### src/rtl/fbu_ram_arbiter.sv
// Round-robin arbiter sharing one single-port RAM between two requesters; grant is combinational, read data returns 1 cycle later.
// Losers stall with req held. Optional burst locking is enabled by defining FBU_ARB_LOCK_EN.
module fbu_ram_arbiter #(
  parameter int ADDRESS_WIDTH = 6,
  parameter int DATA_WIDTH    = 10,
  parameter int MAX_BURST     = 4
) (
  input  logic                     clk,
  input  logic                     rst,
  input  logic                     req_a,
  input  logic                     we_a,
  input  logic [ADDRESS_WIDTH-1:0] addr_a,
  input  logic [DATA_WIDTH-1:0]    wdata_a,
  input  logic                     lock_a,
  output logic                     gnt_a,
  output logic                     rvalid_a,
  output logic [DATA_WIDTH-1:0]    rdata_a,
  input  logic                     req_b,
  input  logic                     we_b,
  input  logic [ADDRESS_WIDTH-1:0] addr_b,
  input  logic [DATA_WIDTH-1:0]    wdata_b,
  input  logic                     lock_b,
  output logic                     gnt_b,
  output logic                     rvalid_b,
  output logic [DATA_WIDTH-1:0]    rdata_b,
  output logic [ADDRESS_WIDTH-1:0] ram_addr,
  output logic                     ram_we,
  output logic [DATA_WIDTH-1:0]    ram_wdata,
  input  logic [DATA_WIDTH-1:0]    ram_rdata
);

  typedef enum logic [1:0] {IDLE, OWN_A, OWN_B} state_t;

  state_t state_q, state_d;
  logic   prio_q, prio_d;   // 0: A wins a contended cycle, 1: B wins
  logic   rv_a_q, rv_b_q;

`ifdef FBU_ARB_LOCK_EN
  localparam logic [3:0] BURST_MAX = 4'(MAX_BURST);
  logic [3:0] cnt_q, cnt_d;
`else
  logic unused_lock;
  assign unused_lock = lock_a ^ lock_b ^ (MAX_BURST > 0);
`endif

  always_ff @(posedge clk) begin
    if (rst) begin
      state_q <= IDLE;
      prio_q  <= 1'b0;
      rv_a_q  <= 1'b0;
      rv_b_q  <= 1'b0;
    end else begin
      state_q <= state_d;
      prio_q  <= prio_d;
      rv_a_q  <= gnt_a & ~we_a;
      rv_b_q  <= gnt_b & ~we_b;
    end
  end

`ifdef FBU_ARB_LOCK_EN
  always_ff @(posedge clk) begin
    if (rst) cnt_q <= 4'd0;
    else     cnt_q <= cnt_d;
  end
`endif

  always_comb begin
    gnt_a   = 1'b0;
    gnt_b   = 1'b0;
    state_d = state_q;
    prio_d  = prio_q;
`ifdef FBU_ARB_LOCK_EN
    cnt_d   = cnt_q;
`endif

    if (!rst) begin
      case (state_q)
        OWN_A:   gnt_a = req_a;
        OWN_B:   gnt_b = req_b;
        default: begin
          gnt_a = req_a && (!req_b || !prio_q);
          gnt_b = req_b && !gnt_a;
        end
      endcase
    end

    if (gnt_a)      prio_d = 1'b1;
    else if (gnt_b) prio_d = 1'b0;

`ifdef FBU_ARB_LOCK_EN
    // A burst of length 1 never needs to hold ownership.
    case (state_q)
      IDLE: begin
        if (gnt_a && lock_a && BURST_MAX > 4'd1) begin
          state_d = OWN_A;
          cnt_d   = 4'd1;
        end else if (gnt_b && lock_b && BURST_MAX > 4'd1) begin
          state_d = OWN_B;
          cnt_d   = 4'd1;
        end
      end
      OWN_A: begin
        cnt_d = gnt_a ? cnt_q + 4'd1 : cnt_q;
        if (!gnt_a || !lock_a || (cnt_q + 4'd1) == BURST_MAX) state_d = IDLE;
      end
      OWN_B: begin
        cnt_d = gnt_b ? cnt_q + 4'd1 : cnt_q;
        if (!gnt_b || !lock_b || (cnt_q + 4'd1) == BURST_MAX) state_d = IDLE;
      end
      default: state_d = IDLE;
    endcase
`else
    state_d = IDLE;
`endif
  end

  assign ram_we    = (gnt_a & we_a) | (gnt_b & we_b);
  assign ram_addr  = gnt_a ? addr_a  : (gnt_b ? addr_b  : '0);
  assign ram_wdata = gnt_a ? wdata_a : (gnt_b ? wdata_b : '0);

  // Returns launched just before a reset are dropped in the reset cycle itself.
  assign rvalid_a = rv_a_q & ~rst;
  assign rvalid_b = rv_b_q & ~rst;
  assign rdata_a  = rvalid_a ? ram_rdata : '0;
  assign rdata_b  = rvalid_b ? ram_rdata : '0;

endmodule

### config.mk
export PLATFORM = sky130hd
export DESIGN_NAME = fbu_ram_arbiter
export DESIGN_NICKNAME = d
export VERILOG_FILES = /design/src/rtl/fbu_ram_arbiter.sv
export SDC_FILE = /design/constraint.sdc
export NUM_CORES = 1
export LEC_CHECK = 0
export BUFFER_PORTS_ARGS = -buffer_cell sky130_fd_sc_hd__buf_4
export CAP_MARGIN = 20
export CORE_UTILIZATION = 37
export CTS_CLUSTER_DIAMETER = 30
export DETAILED_ROUTE_END_ITERATION = 12
export HOLD_SLACK_MARGIN = 0.06
export PLACE_DENSITY = 0.86
export SYNTH_ARGS = -nofsm -noshare
export SYNTH_HDL_FRONTEND = slang
export SYNTH_SLANG_ARGS = --single-unit
### constraint.sdc
create_clock -name clk -period 2.1 [get_ports clk]
set_clock_uncertainty 0.2 [all_clocks]
set_input_delay 0.21 -clock clk [delete_from_list [all_inputs] [get_ports clk]]
set_output_delay 0.21 -clock clk [all_outputs]
set_load 0.01 [all_outputs]
Word level (Yosys, flattened, before mapping)
Index checks and enable logic that the tools add are counted.

storage, ports and cells
  output and inout port bits = 41
  bits of input ports = 50
  word-level logic and storage cells = 30
  register bits after elaboration = 3

operators by class
  bitwise operators = 10
  mux-type cells = 10
  reduce and logical (&&, ||, !) cells = 7

operator list
  cell               number
  $mux 10            4
  $mux 6             2
  $and 1x1->1        6
  $mux 1             4
  $logic_not 1->1    3
  $not 1->1          3
  $logic_and 1x1->1  2
  $reduce_bool 2->1  1
  $logic_or 1x1->1   1
  $or 1x1->1         1

Longest topological paths before layout
Gate-level depths: netlist (run 1).

  word-level depth = 8
  mapped depth = 4
  gate-level depth less buffers = 2

Least setup slack after synthesis (run 1)
OpenSTA, ideal clock, no wires.

  path type = reg2out
  start point = register prio_q
  end point = output port ram_addr[0]
  path buffers = 1
  data arrival time = 0.945 ns
  stages on the path, launching flop included = 4
  required time = 1.690 ns
  slack = 0.745 ns
  cells stage by stage = dfxtp_1 -> nor2b_1 -> buf_4 -> o32ai_1

between the ends
  cells in the longest elaborated chain, start to end = 8
  elaborated cells on any way between the ends = 9
  those cells by class = 4 x mux; 5 x reduce/logical

RTL lines
  what                      RTL line  text
  start: declaration        35        logic prio_q, prio_d;
  start signal: assignment  54        prio_q <= prio_d;
  $logic_not 1->1 *         81        gnt_a = req_a && (!req_b || !prio_q);
  $logic_or 1x1->1 *        81
  $logic_and 1x1->1 *       81
  $logic_not 1->1           82        gnt_b = req_b && !gnt_a;
  $logic_and 1x1->1         82
  $mux 1                    76        if (!rst) begin
  $mux 6                    118       assign ram_addr = gnt_a ? addr_a : (gnt_b ? addr_b : '0);
  $mux 6 *                  118
  end: declaration          26        output logic [ADDRESS_WIDTH-1:0] ram_addr,

Mark *: on every way between the ends. The rest lies on a longest branch, timed or not.

Worst setup path in the final report (run 1)
Same ends and word-level chain as after synthesis.

==> run summary, run 1 <==
run status - completed
Initial Util - 40.7%
Layout Cells excl Fill - 207
largest net degree at the start of global routing - 42
maximum VDD drop - 0.171 mV
WL final - 2640 um
initial antenna violation count - 0
RSZ-0062 raised after global routing - false
RD Place Congestion - 0.716
root buffer cell - clkbuf_4
reg2reg end - prio_q$_SDFFE_PP0P_
Top Usage Layer GRT - met2
met1 usage - 21.7%
Mapped Cells - 96
total CTS buffers - 3
Slew HR - 56.4%
Synth Flop Type - dfxtp_1
worst setup path end - ram_addr[0]
final setup violation count - 0
clock latency on the worst-skew pair - 220 ps
crit share post-route - 89.8%
post-synthesis mux area share - 0%
Yosys reg bits - 3
Overflow after GRT - 0
main combinational cell family by area after synthesis - simple AND/OR/NAND/NOR gates
final net count - 231
cell taking the most area after synthesis - o32ai_2
crit path DAT - 1480 ps
post-synth top area share - 29.3%
full die area - 2440 um^2
CP Max Fanout - 20
Fill cells - 153
vias per cell - 5.00
design area - 1500 um^2
Worst R2R Start - prio_q$_SDFFE_PP0P_
yosys warns - 0
setup TNS - 0 ps
Placed Cells - 201
most frequent cells after synthesis - 34 x nand2b_1, 20 x and2_1, 15 x o32ai_2, 4 x buf_6
CTS tree - done
Slew Limit Fails - 0
hold path depth - 2
total number of vias - 1034
met2 Track Usage GR - 43.2%
FF-to-FF setup slack - 740 ps
CP startpoint - prio_q$_SDFFE_PP0P_
clock tree sinks - 3
DRT iter0 DRCs - 14
Pwr Density - 274 nW/um^2
setup repair bufs after CTS - 0
Peak Freq - 0.530 GHz
Startpoint Class - flop
Crit. End Element - primary output
hold_ws - 188 ps
first-pass GRT wire length - 4240 um
Die Span Y - 49.4 um
GR Util All Layers - 21.8%
critical path class - flop to primary output
Reg clk slew, reported paths - 40 ps
Layout Area Growth over Synthesis - 80.6%
drt first pass iters - 4
P_leak - 0.726 nW
Tot Pwr - 412 uW
DRC viols - 0
area of the multi-input gates - 691 um^2
Final min period - 1890 ps
Port-buffer cells - 88
Chip Width - 49.4 um
WL/cell - 12.7 um
Sequential cell area - 60.1 um^2
Final Hold Vio Count - 0
number of synthesized flops with an enable pin - 0
sequential share of the synthesized area - 7.22%
worst-margin pin slew - 653 ps
htree depth - 1
I/O pin total - 91
Max-Cap Viols - 0
ANT nets after route - 0
post-synthesis adder-cell area fraction - 0%
Post-Synth Simple-Gate Area - 48.3%
share of cells above drive strength 1 - 61.7%
top-count cell post-synth - nand2b_1
Synth Area in XOR/XNOR - 0%
Worst EP required - 1690 ps
distinct cell type count after synthesis - 18
Syn Nets - 146
Compound-Gate Fraction of Synth Area - 33.8%
antenna cells - 0
Post-Syn Area - 832 um^2
HP Class - input port to flop
maximum root-to-sink buffer count - 2
hpwl dp - 2090 um
Avg Inst Size Synth - 8.67 um^2
ranking of synthesized cells by area - o32ai_2 29%, nand2b_1 26%, and2_1 15%, dfxtp_1 7.2%, buf_6 5.4%
Rows - 16
worst r2r path cells - 2
vias in the first global route - 980
Placed Instance Area - 1450 um^2
met3 usage - 7.17%
core area - 2040 um^2
ys async rst share - 0%
logic make-up (layout without fill, tap and decap cells):
kind of cell | count (synthesis) | count (layout)
AOI/OAI and AO/OA | 19 | 19
buffers and inverters | 12 | 96
DFF | 3 | 3
and+or+nand+nor | 62 | 62
worst min path at each step:
stage               start           endpoint  slack [ps]
floorplan            we_b  rv_b_q$_SDFF_PP0_          80
CTS                   rst  rv_b_q$_SDFF_PP0_         190
finish                rst  rv_b_q$_SDFF_PP0_         190
global placement     we_a  rv_a_q$_SDFF_PP0_         190
global route          rst  rv_b_q$_SDFF_PP0_         220
detailed placement   we_a  rv_a_q$_SDFF_PP0_         190
final cells by class:
type | instances | share of cell area (%)
sequential | 3 | 4.00
clock buffer | 4 | 1.75
inverter | 1 | 0.250
multi-input combinational | 81 | 46.0
timing repair buffer | 91 | 45.8
tap | 27 | 2.25
cell usage in the layout (no fill, tap or decap):
master / synthesis / final
and2_1: 20 / 20
o32ai_2: 15 / 15
nand2b_1: 34 / 34
a21bo_1: 1 / 1
buf_4: 2 / 89
and2b_1: 1 / 1
nor3_1: 2 / 2
dfxtp_1: 3 / 3
o21ba_1: 1 / 1
dlygate4sd3_1: 0 / 2
nor2b_1: 3 / 2
nor2_2: 1 / 1
nor2b_4: 0 / 1
inv_2: 1 / 1
nor4_4: 1 / 1
o32ai_1: 2 / 2
clkbuf_4: 1 / 3
clkbuf_1: 2 / 1
routing by layer:
metal | part of all wire (%) | up-vias
met5 | 0 | -
met4 | 0 | 0
met3 | 13 | 0
met2 | 53 | 65
met1 | 35 | 467
li1 | - | 502
critical path, stage by stage (launching register included):
cell and delay (ps):
dfxtp_1 330, nor2b_4 540, o32ai_1 200, buf_4 180
state kept, by name (all words and copies together), names as in the netlist:
| name | cells |
|---|---|
| prio_q | 1 |
| rv_a_q | 1 |
| rv_b_q | 1 |
power breakdown:
group | total (mW) | switching, mW | internal, mW
clock | 0.0979 | 0.0269 | 0.0710
sequential | 0.0620 | 0.00186 | 0.0602
combinational | 0.252 | 0.108 | 0.143
what timing repair did:
action,CTS,global route
setup endpoints to repair,18,0
endpoints found under the hold margin,2,0
hold buffers,2,0
resized for setup,1,0
through the flow:
step                      util [%]  setup WS (ps)
final                         73.6            215
after global routing          73.6            128
after CTS                     73.6            197
after detailed placement      71.1           59.3
after global placement        71.1            102
after floorplan                  -            745
Note: power is estimated with default switching activity, not from simulation.
==> inputs of run 2 (changes only) <==
--- a/config.mk
+++ b/config.mk
@@ -7,11 +7,11 @@
 export LEC_CHECK = 0
 export BUFFER_PORTS_ARGS = -buffer_cell sky130_fd_sc_hd__buf_4
 export CAP_MARGIN = 20
-export CORE_UTILIZATION = 37
+export CORE_UTILIZATION = 27
 export CTS_CLUSTER_DIAMETER = 30
 export DETAILED_ROUTE_END_ITERATION = 12
 export HOLD_SLACK_MARGIN = 0.06
-export PLACE_DENSITY = 0.86
+export PLACE_DENSITY = 0.66
 export SYNTH_ARGS = -nofsm -noshare
 export SYNTH_HDL_FRONTEND = slang
 export SYNTH_SLANG_ARGS = --single-unit
==> run 2 against run 1 <==
The flow now finishes with violations (design-rule violations). First-iteration DRC count increased to 2.9 times the previous value. Global-route usage is 6.0 points lower. Combinational power about the same. Final cell count grew 1.9%. Die area up 35%. Sequential power grew 0.6%. Sequential share of layout area hardly changed. Largest cell class is now non-clock buffers. Largest power group unchanged.
==> run summary, run 2 (same netlist as run 1, synthesis figures left out) <==
worst-margin pin slew - 666 ps
share of cells above drive strength 1 - 61.7%
Peak Freq - 0.526 GHz
Crit path buffers/inverters - 1
Crit. End Element - primary output
CP Max Fanout - 20
I/O pin total - 91
RD Place Congestion - 0.729
most common cell after layout, fill and taps aside - buf_4
slowest stage delay, CP - 560 ps
HP Class - input port to flop
maximum VDD drop - 0.180 mV
Port-buffer cells - 88
vias per cell - 4.79
run status - complete, but fails checks
Max-Cap Viols - 0
root buffer cell - clkbuf_4
Chip Width - 57.5 um
Overflow after GRT - 0
full die area - 3310 um^2
Layout Area Growth over Synthesis - 82.7%
CTS tree - done
total CTS buffers - 3
ANT nets after route - 0
critical path class - flop to primary output
WL final - 2630 um
vias in the first global route - 961
worst path cell trace - nor2b_4 > o32ai_2 > buf_4
Pwr Density - 274 nW/um^2
drt first pass iters - 8
crit share post-route - 90.6%
Core Util, Final - 53.7%
antenna cells - 0
Slew HR - 55.5%
crit path DAT - 1490 ps
CP top delay family - simple AND/OR/NAND/NOR gates
setup repair bufs after CTS - 0
hpwl dp - 2070 um
DRC viols - 9
Worst EP required - 1690 ps
FF-to-FF setup slack - 720 ps
first-pass GRT wire length - 4140 um
Rows - 19
violated checks - design-rule violations
P_leak - 0.731 nW
total number of vias - 1010
Regs by FF count - prio_q x1, rv_a_q x1, rv_b_q x1
Initial Util - 29.4%
Die Span Y - 57.5 um
WL/cell - 12.4 um
Worst Slack Setup Final - 198 ps
Reg clk slew, reported paths - 40 ps
GR Util All Layers - 15.8%
htree depth - 1
DRT iter0 DRCs - 40
maximum root-to-sink buffer count - 2
most frequent cells in the layout - 88 x buf_4, 34 x nand2b_1, 20 x and2_1
final net count - 231
clock latency on the worst-skew pair - 230 ps
RSZ-0062 raised after global routing - false
setup TNS - 0 ps
Final min period - 1900 ps
core area - 2830 um^2
clock tree sinks - 3
final setup violation count - 0
largest net degree at the start of global routing - 42
Setup Slack @ Placement - 52.1 ps
Slew Limit Fails - 0
Final Hold Vio Count - 0
initial antenna violation count - 0
slowest CP cell - nor2b_4
Startpoint Class - flop
-- run 2: cell counts in the layout (fill, tap and decap cells not counted) --
Identical to the previous run, type by type.
-- run 2: power breakdown --
| group | leakage, nW | internal [mW] | switching (mW) |
|---|---|---|---|
| Clock | 0.0150 | 0.0711 | 0.0289 |
| Sequential | 0.0247 | 0.0602 | 0.00221 |
| Combinational | 0.691 | 0.147 | 0.108 |
-- run 2: worst register-to-register path: stages (launching register included) --
cell and delay (ps):
dfxtp_1 340, nor2b_4 560, o21ba_1 220
-- run 2: per-stage QoR --
stage | power, mW | cell area (um^2) | instances | hold slack, ps
6_report | 0.417 | 1520 | 211 | 195
5_1_grt | 0.450 | 1520 | 211 | 234
4_1_cts | 0.426 | 1520 | 211 | 188
3_5_place_dp | 0.316 | 1470 | 205 | 191
3_3_place_gp | 0.311 | 1470 | 205 | 184
2_1_floorplan | 0.195 | 832 | 96 | 82.3
-- run 2: repair_timing --
item	CTS	global route
resized for setup	1	0
hold buffers	2	0
setup endpoints to repair	18	0
endpoints found under the hold margin	2	0
-- run 2: area by class of cell --
cell class	count	area (um^2)
clock buffer	4	26.3
fill	280	1310
inverter	1	3.75
multi-input combinational	81	691
sequential	3	60.1
tap	31	38.8
timing repair buffer	91	701
-- run 2: path summary, 6_finish.rpt --
check	from	end	cells past startpoint
worst min register to register	prio_q$_SDFFE_PP0P_	prio_q$_SDFFE_PP0P_	2
worst max register to register	prio_q$_SDFFE_PP0P_	prio_q$_SDFFE_PP0P_	2
worst max-delay path	prio_q$_SDFFE_PP0P_	ram_addr[4]	3
worst min-delay path	rst	rv_b_q$_SDFF_PP0_	2
-- run 2: routing by layer --
metal / track usage [%] / vias to the layer above / wire length, um
met5: 0 / - / 0
met4: 7.32 / 0 / 27
met3: 4.99 / 2 / 365
met2: 30.2 / 76 / 1350
met1: 15.2 / 428 / 877
li1: - / 504 / -
==> inputs of run 3 (changes only) <==
--- a/config.mk
+++ b/config.mk
@@ -10,8 +10,10 @@
 export CORE_UTILIZATION = 27
 export CTS_CLUSTER_DIAMETER = 30
 export DETAILED_ROUTE_END_ITERATION = 12
+export GPL_TIMING_DRIVEN = 0
 export HOLD_SLACK_MARGIN = 0.06
-export PLACE_DENSITY = 0.66
+export PLACE_DENSITY_LB_ADDON = 0.05
+export SETUP_SLACK_MARGIN = 0.5
 export SYNTH_ARGS = -nofsm -noshare
 export SYNTH_HDL_FRONTEND = slang
 export SYNTH_SLANG_ARGS = --single-unit
==> run 3 against run 2 <==
The flow still finishes with violations (design-rule violations). Final cell count is 6.6% higher. Sequential power is 0.8% lower. Core utilization is 7.3 points higher. Critical endpoint is now ram_addr[2]. Largest cell class unchanged. Highest routed layer is now met3.
==> run summary, run 3 (same netlist as run 1, synthesis figures left out) <==
most frequent cells in the layout - 90 x buf_4, 34 x nand2b_1, 20 x and2_1
RSZ-0062 raised after global routing - true
Chip Width - 57.5 um
P_leak - 0.809 nW
Reg clk slew, reported paths - 40 ps
I/O pin total - 91
share of cells above drive strength 1 - 64.4%
Layout Area Growth over Synthesis - 108%
WL/cell - 13.3 um
final net count - 245
Slew HR - 75.5%
DRC viols - 4
hpwl dp - 2280 um
GR Util All Layers - 18.8%
Overflow after GRT - 0
Clk pwr share - 21.9%
NetSw - 164 uW
Regs by FF count - prio_q x1, rv_a_q x1, rv_b_q x1
crit path DAT - 1290 ps
WL final - 2980 um
Max-Cap Viols - 0
Placed Cells - 215
drt first pass iters - 8
CP Max Fanout - 6
maximum VDD drop - 0.171 mV
Worst R2R Start - prio_q$_SDFFE_PP0P_
core area - 2830 um^2
RD Place Congestion - 0.682
Rows - 19
crit share post-route - 80.9%
sequential fraction of design power - 13.0%
hold_sp - req_b
most common cell after layout, fill and taps aside - buf_4
Port-buffer cells - 88
DRT iter0 DRCs - 20
Pwr Density - 276 nW/um^2
vias per cell - 4.68
P_int - 313 uW
Final Hold Vio Count - 0
htree depth - 1
Crit. End Element - primary output
Peak Freq - 0.588 GHz
Die Span Y - 57.5 um
Core Util, Final - 61.0%
first-pass GRT wire length - 4890 um
Initial Util - 29.4%
worst-margin pin slew - 367 ps
maximum root-to-sink buffer count - 2
total number of vias - 1054
run status - complete, but fails checks
Logic pwr share - 65.2%
full die area - 3310 um^2
root buffer cell - clkbuf_4
clock latency on the worst-skew pair - 240 ps
Sw Share - 34.4%
setup TNS - 0 ps
Startpoint Class - flop
largest net degree at the start of global routing - 11
violated checks - design-rule violations
total CTS buffers - 3
Layout Cells excl Fill - 225
Slew Limit Fails - 0
initial antenna violation count - 0
CTS tree - done
vias in the first global route - 1107
antenna cells - 0
Worst EP required - 1690 ps
ANT nets after route - 0
clock tree sinks - 3
HP Class - input port to flop
CP startpoint - prio_q$_SDFFE_PP0P_
final setup violation count - 0
critical path class - flop to primary output
Final min period - 1700 ps
## run 3: cell count changes in the layout (fill, tap and decap cells not counted), sizes merged
cell	delta
buf	+11
clkbuf	+3
## run 3: final timing paths
check | to | slack [ps] | cells after the start
hold / removal | prio_q$_SDFFE_PP0P_ | 220 | 3
setup / recovery | ram_addr[2] | 400 | 5
setup reg to reg | rv_a_q$_SDFF_PP0_ | 910 | 4
hold reg to reg | prio_q$_SDFFE_PP0P_ | 390 | 2
## run 3: routing by layer
layer / vias to the layer above / track usage, % / routed length (um)
met3: 0 / 3.40 / 175
met4: 0 / 2.09 / 0
met2: 43 / 38.4 / 1720
met1: 479 / 20.1 / 1090
li1: 532 / - / -
met5: - / 0 / 0
## run 3: layout make-up
type                       count  area (um^2)
buffer                        11          109
clock buffer                   4         26.3
fill                         252         1100
inverter                       1         3.75
multi-input combinational     81          749
sequential                     3         61.3
tap                           31         38.8
timing repair buffer          94          738
## run 3: what timing repair did
action | in CTS | in global routing
setup buffers | 4 | 0
endpoints found under the setup margin | 19 | 37
resized for setup | 7 | 13
hold buffers | 2 | 0
hold endpoints to repair | 2 | 0
## run 3: through the flow
stage | instance area, um^2 | power (mW) | hold WS [ps] | setup WS (ps)
after detailed placement | 1530 | 0.330 | 190 | 561
after global placement | 1530 | 0.324 | 187 | 596
after floorplan | 832 | 0.195 | 82.3 | 745
final | 1730 | 0.477 | 217 | 401
after global routing | 1730 | 0.509 | 228 | 364
after CTS | 1650 | 0.460 | 213 | 423
## run 3: power groups by stage
| stage | clock network (mW) | registers, mW | logic, mW |
|---|---|---|---|
| finish | 0.104 | 0.0619 | 0.311 |
| global placement | 0 | 0.0621 | 0.262 |
| detailed placement | 0 | 0.0622 | 0.268 |
| global route | 0.113 | 0.0621 | 0.334 |
| CTS | 0.107 | 0.0618 | 0.291 |
| floorplan | 0 | 0.0619 | 0.133 |
## run 3: worst max-delay path, cell delays in order (launching register included)
cell	delay (ps)
dfxtp_2	320
a21bo_1	180
buf_6	140
buf_12	130
o32ai_2	110
buf_4	170
